File: src/rtl/sync_updown_counter_pkg.sv
// Shared definitions for the counter family.
//   DIR_UP / DIR_DOWN : encodings of the direction input
//   max_val()         : largest count value for a given modulus
package counter_pkg;

  localparam logic DIR_UP   = 1'b1;
  localparam logic DIR_DOWN = 1'b0;

  // Modulus is carried as longint so that MODULO = 2**32 is representable.
  function automatic longint max_val(input longint modulo);
    return modulo - 1;
  endfunction

endpackage

File: src/rtl/sync_updown_counter_next_state.sv
// counter_next_state: combinational next-count logic for sync_updown_counter.
// Build option: SYNC_UPDOWN_COUNTER_SATURATE_EN selects saturation instead of
// modulo wrap at the count limits.
// Ports:
//   q            in   WIDTH  current count
//   en           in   1      count enable
//   up           in   1      direction (DIR_UP / DIR_DOWN)
//   load         in   1      parallel load, highest priority
//   load_val     in   WIDTH  value to load (clamped to MODULO-1)
//   q_next       out  WIDTH  count to register on the next edge
//   hit_terminal out  1      this edge steps past a limit (terminal count)
module counter_next_state
  import counter_pkg::*;
#(
  parameter int     WIDTH  = 4,
  parameter longint MODULO = longint'(1) << WIDTH
) (
  input  logic [WIDTH-1:0] q,
  input  logic             en,
  input  logic             up,
  input  logic             load,
  input  logic [WIDTH-1:0] load_val,
  output logic [WIDTH-1:0] q_next,
  output logic             hit_terminal
);

  localparam logic [WIDTH-1:0] MAX_Q = WIDTH'(max_val(MODULO));
  localparam logic [WIDTH-1:0] ONE   = WIDTH'(1);

  logic w_at_top;
  logic w_at_bottom;

  assign w_at_top    = (q == MAX_Q);
  assign w_at_bottom = (q == '0);

  // NOTE: every output gets a default at the top of the block so no path
  // leaves it unassigned, which would otherwise infer a latch.
  always_comb begin
    q_next       = q;
    hit_terminal = 1'b0;
    if (load) begin
      // load_val > MAX_Q is the same test as load_val >= MODULO, kept WIDTH bits wide.
      q_next = (load_val > MAX_Q) ? MAX_Q : load_val;
    end else if (en) begin
      case (up)
        DIR_UP: begin
          hit_terminal = w_at_top;
`ifdef SYNC_UPDOWN_COUNTER_SATURATE_EN
          q_next = w_at_top ? MAX_Q : q + ONE;
`else
          q_next = w_at_top ? '0 : q + ONE;
`endif
        end
        DIR_DOWN: begin
          hit_terminal = w_at_bottom;
`ifdef SYNC_UPDOWN_COUNTER_SATURATE_EN
          q_next = w_at_bottom ? '0 : q - ONE;
`else
          q_next = w_at_bottom ? MAX_Q : q - ONE;
`endif
        end
        default: q_next = q;
      endcase
    end
  end

endmodule

File: src/rtl/sync_updown_counter.sv
// sync_updown_counter: parametrised synchronous modulo-N up/down counter with
// count enable, direction select, parallel load, combinational terminal count
// for cascading and a registered wrap pulse.
// Build option: SYNC_UPDOWN_COUNTER_SATURATE_EN makes the counter saturate at
// 0 / MODULO-1 instead of wrapping (wrap still pulses on each blocked step).
// Ports:
//   clk       in   1      rising-edge clock
//   rst       in   1      asynchronous reset, active-high
//   en        in   1      count enable
//   up        in   1      1 = increment, 0 = decrement
//   load      in   1      synchronous parallel load (priority over en)
//   load_val  in   WIDTH  value to load
//   q         out  WIDTH  registered count
//   tc        out  1      terminal count, combinational; next stage's enable
//   wrap      out  1      registered one-cycle pulse after a terminal step
module sync_updown_counter
  import counter_pkg::*;
#(
  parameter int     WIDTH  = 4,
  parameter longint MODULO = longint'(1) << WIDTH
) (
  input  logic             clk,
  input  logic             rst,
  input  logic             en,
  input  logic             up,
  input  logic             load,
  input  logic [WIDTH-1:0] load_val,
  output logic [WIDTH-1:0] q,
  output logic             tc,
  output logic             wrap
);

  if (WIDTH < 1 || WIDTH > 32) begin : g_bad_width
    $error("sync_updown_counter: WIDTH must be within 1..32");
  end

  if (max_val(MODULO) < 1 || MODULO > (longint'(1) << WIDTH)) begin : g_bad_modulo
    $error("sync_updown_counter: MODULO must be within 2..2**WIDTH");
  end

  logic [WIDTH-1:0] r_q;
  logic             r_wrap;
  logic [WIDTH-1:0] w_q_next;
  logic             w_hit_terminal;

  counter_next_state #(
    .WIDTH  (WIDTH),
    .MODULO (MODULO)
  ) u_next_state (
    .q            (r_q),
    .en           (en),
    .up           (up),
    .load         (load),
    .load_val     (load_val),
    .q_next       (w_q_next),
    .hit_terminal (w_hit_terminal)
  );

  // NOTE: registers use non-blocking assignments so every flop samples the
  // pre-edge values regardless of statement order.
  always_ff @(posedge clk or posedge rst) begin
    if (rst) begin
      r_q    <= '0;
      r_wrap <= 1'b0;
    end else begin
      r_q    <= w_q_next;
      r_wrap <= w_hit_terminal;
    end
  end

  assign q    = r_q;
  assign wrap = r_wrap;
  assign tc   = w_hit_terminal;

endmodule

File: config.mk
export PLATFORM = sky130hd
export DESIGN_NAME = sync_updown_counter
export DESIGN_NICKNAME = d
export VERILOG_FILES = /design/src/rtl/sync_updown_counter_pkg.sv /design/src/rtl/sync_updown_counter_next_state.sv /design/src/rtl/sync_updown_counter.sv
export SDC_FILE = /design/constraint.sdc
export NUM_CORES = 1
export LEC_CHECK = 0
export CORE_AREA = 3 3 40 42
export DETAILED_ROUTE_END_ITERATION = 7
export DIE_AREA = 0 0 43 45
export GPL_TIMING_DRIVEN = 0
export PLACE_DENSITY = 0.59
export SLEW_MARGIN = 20
export SYNTH_ARGS = -nofsm -noshare
export SYNTH_HDL_FRONTEND = slang
export SYNTH_HIERARCHICAL = 1
export SYNTH_SLANG_ARGS = --single-unit
export TNS_END_PERCENT = 100
File: constraint.sdc
create_clock -name clk -period 3.9 [get_ports clk]
set_input_delay 0.78 -clock clk [delete_from_list [all_inputs] [get_ports clk]]
set_output_delay 0.78 -clock clk [all_outputs]
set_load 0.03 [all_outputs]
==> impl_results.md, run 1 <==
* MaxCap Viol Count at 0
* Fill cell count at 135
* Core region area at 1285 um2
* Nets at 67
* PortBufs at 13
* Combinational Power Share at 34.3%
* WL/cell at 11.56 um
* Clock power frac at 31.5%
* Share of layout cells above drive strength 1 at 9.091%
* Setup crit start kind: primary input
* Syn_nets at 49
* FMAX at 282.8 MHz
* Critical path arrival at 2760 ps
* Net switching power at 0.00006965 W
* Post-DP HPWL at 597 um
* Synth warnings at 6
* Critical path peak fanout at 6
* Design Area, Final at 521.8 um2
* Register area at 125.1 um2
* Root Driver: clkbuf_4
* Register area share after synthesis at 36.10%
* Postcts setup bufs at 0
* Slew Limit Fails at 0
* Skew-Pair Late Insertion Delay at 250 ps
* First-pass GRT wire length at 1.345 mm
* Cell area after synthesis at 346.6 um2
* Pin count of the biggest net entering global routing at 10
* Drt pass-1 iters at 4
* RSZ-0062 raised after global routing: no
* IO Pins at 15
* Initial Util at 26.97%
* Maximum VDD drop at 0.0001270 V
* GRT Resource Usage Total at 9.783%
* H-Tree Depth at 1
* Final setup fails at 0
* Final Hold Vio Count at 0
* Slew at the pin closest to its max-slew limit at 318.0 ps
* N_diodes at 0
* Sequential share of power at 34.2%
* Layout area overhead at 50.54%
* Clock sinks at 5
* Vias at 344
* Hold Buf Count CTS at 0
* Hold Path Class: reg -> reg
* Max clock buf depth at 2
* Fin Setup TNS at 0 ps
* Final worst path period need at 3536 ps
* Total wire length at 809 um
* Vias per Instance at 4.914
* P_leak at 0.2244 nW
* Site Rows at 13
* Cts repair resizes at 0
* Crit end category: output port
* Placed Area at 495.5 um2
* DRT iter0 DRCs at 10
* Total design power at 0.0002027 W
* Multi-input gate area at 201.4 um2
* P_int at 0.0001330 W
* Die Y at 45 um
* CP Data Required Time at 3120 ps
* Synth Register Bits at 5
* CTS tree: built
* Initial antenna violation count at 0
* Worst-path clk slew at 50 ps
* Syn Area/Cell at 9.121 um2
* Sw frac at 34.36%
* Post-route DRC at 0
* Final period util at 90.66%
* Status: finished clean
* Worst Skew at 5.048 ps
* Cells after Synth at 38
* Setup Crit Path Kind: in -> out
* Number of antenna-violating nets in the routed design at 0
* Die ar. at 1935 um2
* Count of cell types in the netlist at 20
* GP Congestion at 0.7195
* Die width at 43 um
* Slew margin rel. at 78.75%
* PD cells at 388.5 nW/um2
* Num CTS Buffers at 3
* GRT overflow at 0
* Vias in the first global route at 297
per-layer routing:
| layer | up-vias | routed length, um | GRT usage [%] | share of wire (%) |
|---|---|---|---|---|
| met5 | - | 0 | 0 | 0 |
| met4 | 0 | 0 | 7.229 | 0 |
| met3 | 0 | 104 | 3.586 | 13 |
| met2 | 22 | 369 | 13.17 | 46 |
| met1 | 152 | 335 | 12.68 | 41 |
| li1 | 170 | - | - | - |
final cells by class:
class                      instances  share of cell area [%]
buffer                             1                  0.9592
clock buffer                       4                   5.036
inverter                           4                   2.878
multi-input combinational         28                   38.61
sequential                         5                   23.98
tap                               15                   3.597
timing repair buffer              13                   24.94
final timing paths:
kind | slack, ps | startpoint | endpoint | cells past startpoint
setup / recovery | 360 | up | tc | 5
hold / removal | 720 | q[1]$_DFF_PP0_ | q[1]$_DFF_PP0_ | 2
setup reg to reg | 2390 | q[0]$_DFF_PP0_ | wrap$_DFF_PP0_ | 5
hold reg to reg | 720 | q[1]$_DFF_PP0_ | q[1]$_DFF_PP0_ | 2
max in group asynchronous | 2980 | rst | q[0]$_DFF_PP0_ | 2
min in group asynchronous | 740 | rst | q[3]$_DFF_PP0_ | 2
per-stage QoR:
stage / hold WS (ps) / utilization, % / setup slack, ps / cells
floorplan: 558.5 / - / 1235 / 38
global placement: 713.7 / 38.56 / 434.3 / 66
detailed placement: 722.9 / 38.56 / 390.9 / 66
CTS: 729.7 / 40.60 / 364.8 / 70
global route: 746.5 / 40.60 / 272.0 / 70
finish: 723.3 / 40.60 / 364.1 / 70
cells by family after synthesis:
logic type / count (synthesis) / share of synthesized area, %
AND/OR/NAND/NOR: 11 / 16.61
AO/OA/AOI/OAI: 10 / 19.50
buffers and inverters: 5 / 5.774
flip-flops: 5 / 36.10
XOR/XNOR: 3 / 7.583
multiplexers: 2 / 7.219
adder cells (fa/ha/maj): 2 / 7.219
power by group through the flow:
stage               Sequential [W]  Clock (W)  Combinational [W]
global placement         0.0000702          0          0.0000695
finish                   0.0000693  0.0000638          0.0000695
global route             0.0000713  0.0000725          0.0000753
floorplan                0.0000792          0          0.0000328
CTS                      0.0000693  0.0000666          0.0000698
detailed placement       0.0000702          0          0.0000696
flip-flops by register name (all words and copies together), names as in the netlist:
register / flops
q: 4
wrap: 1
placed cells by master (no fill, tap or decap), types with 2 or more instances in the layout:
master / instances
a21oi_1: 2
clkbuf_4: 3
clkdlybuf4s50_1: 13
dfrtp_1: 5
ha_1: 2
inv_1: 4
nand2_1: 5
nor2_1: 2
nor4b_1: 2
o21ai_0: 2
xnor2_1: 3
cells in the mapped netlist:
library cell,n,area [um2]
a21oi_1,2,10.01
a22o_1,1,8.760
a41oi_1,1,8.760
and3_1,1,6.260
clkbuf_2,1,5.000
dfrtp_1,5,125.1
ha_1,2,25.02
inv_1,4,15.01
mux2_4,1,15.01
mux2i_1,1,10.01
nand2_1,5,18.77
nor2_1,2,7.510
nor3b_1,1,7.510
nor4b_1,2,17.52
o21ai_0,2,10.01
o21ai_1,1,5.000
o21bai_1,1,7.510
o221ai_1,1,8.760
o311ai_1,1,8.760
xnor2_1,3,26.28
worst max-delay path, stage by stage:
cell and delay (ps):
clkdlybuf4s50_1 530, nor4b_1 300, a41oi_1 90, nor3b_1 320, clkdlybuf4s50_1 740
No activity file was read; power rests on OpenSTA's default activity.
==> inputs of run 2 (changes only) <==
--- a/config.mk
+++ b/config.mk
@@ -5,12 +5,13 @@
 export SDC_FILE = /design/constraint.sdc
 export NUM_CORES = 1
 export LEC_CHECK = 0
+export ABC_CLOCK_PERIOD_IN_PS = 3900
+export CAP_MARGIN = 20
 export CORE_AREA = 3 3 40 42
 export DETAILED_ROUTE_END_ITERATION = 7
 export DIE_AREA = 0 0 43 45
 export GPL_TIMING_DRIVEN = 0
 export PLACE_DENSITY = 0.59
-export SLEW_MARGIN = 20
 export SYNTH_ARGS = -nofsm -noshare
 export SYNTH_HDL_FRONTEND = slang
 export SYNTH_HIERARCHICAL = 1
==> results of run 2 <==
Final layout, timing and power as in run 1 (identical DEF).
==> inputs of run 3 (changes only) <==
--- a/config.mk
+++ b/config.mk
@@ -5,7 +5,6 @@
 export SDC_FILE = /design/constraint.sdc
 export NUM_CORES = 1
 export LEC_CHECK = 0
-export ABC_CLOCK_PERIOD_IN_PS = 3900
 export CAP_MARGIN = 20
 export CORE_AREA = 3 3 40 42
 export DETAILED_ROUTE_END_ITERATION = 7
==> results of run 3 <==
Final layout, timing and power as in run 1 (identical DEF).
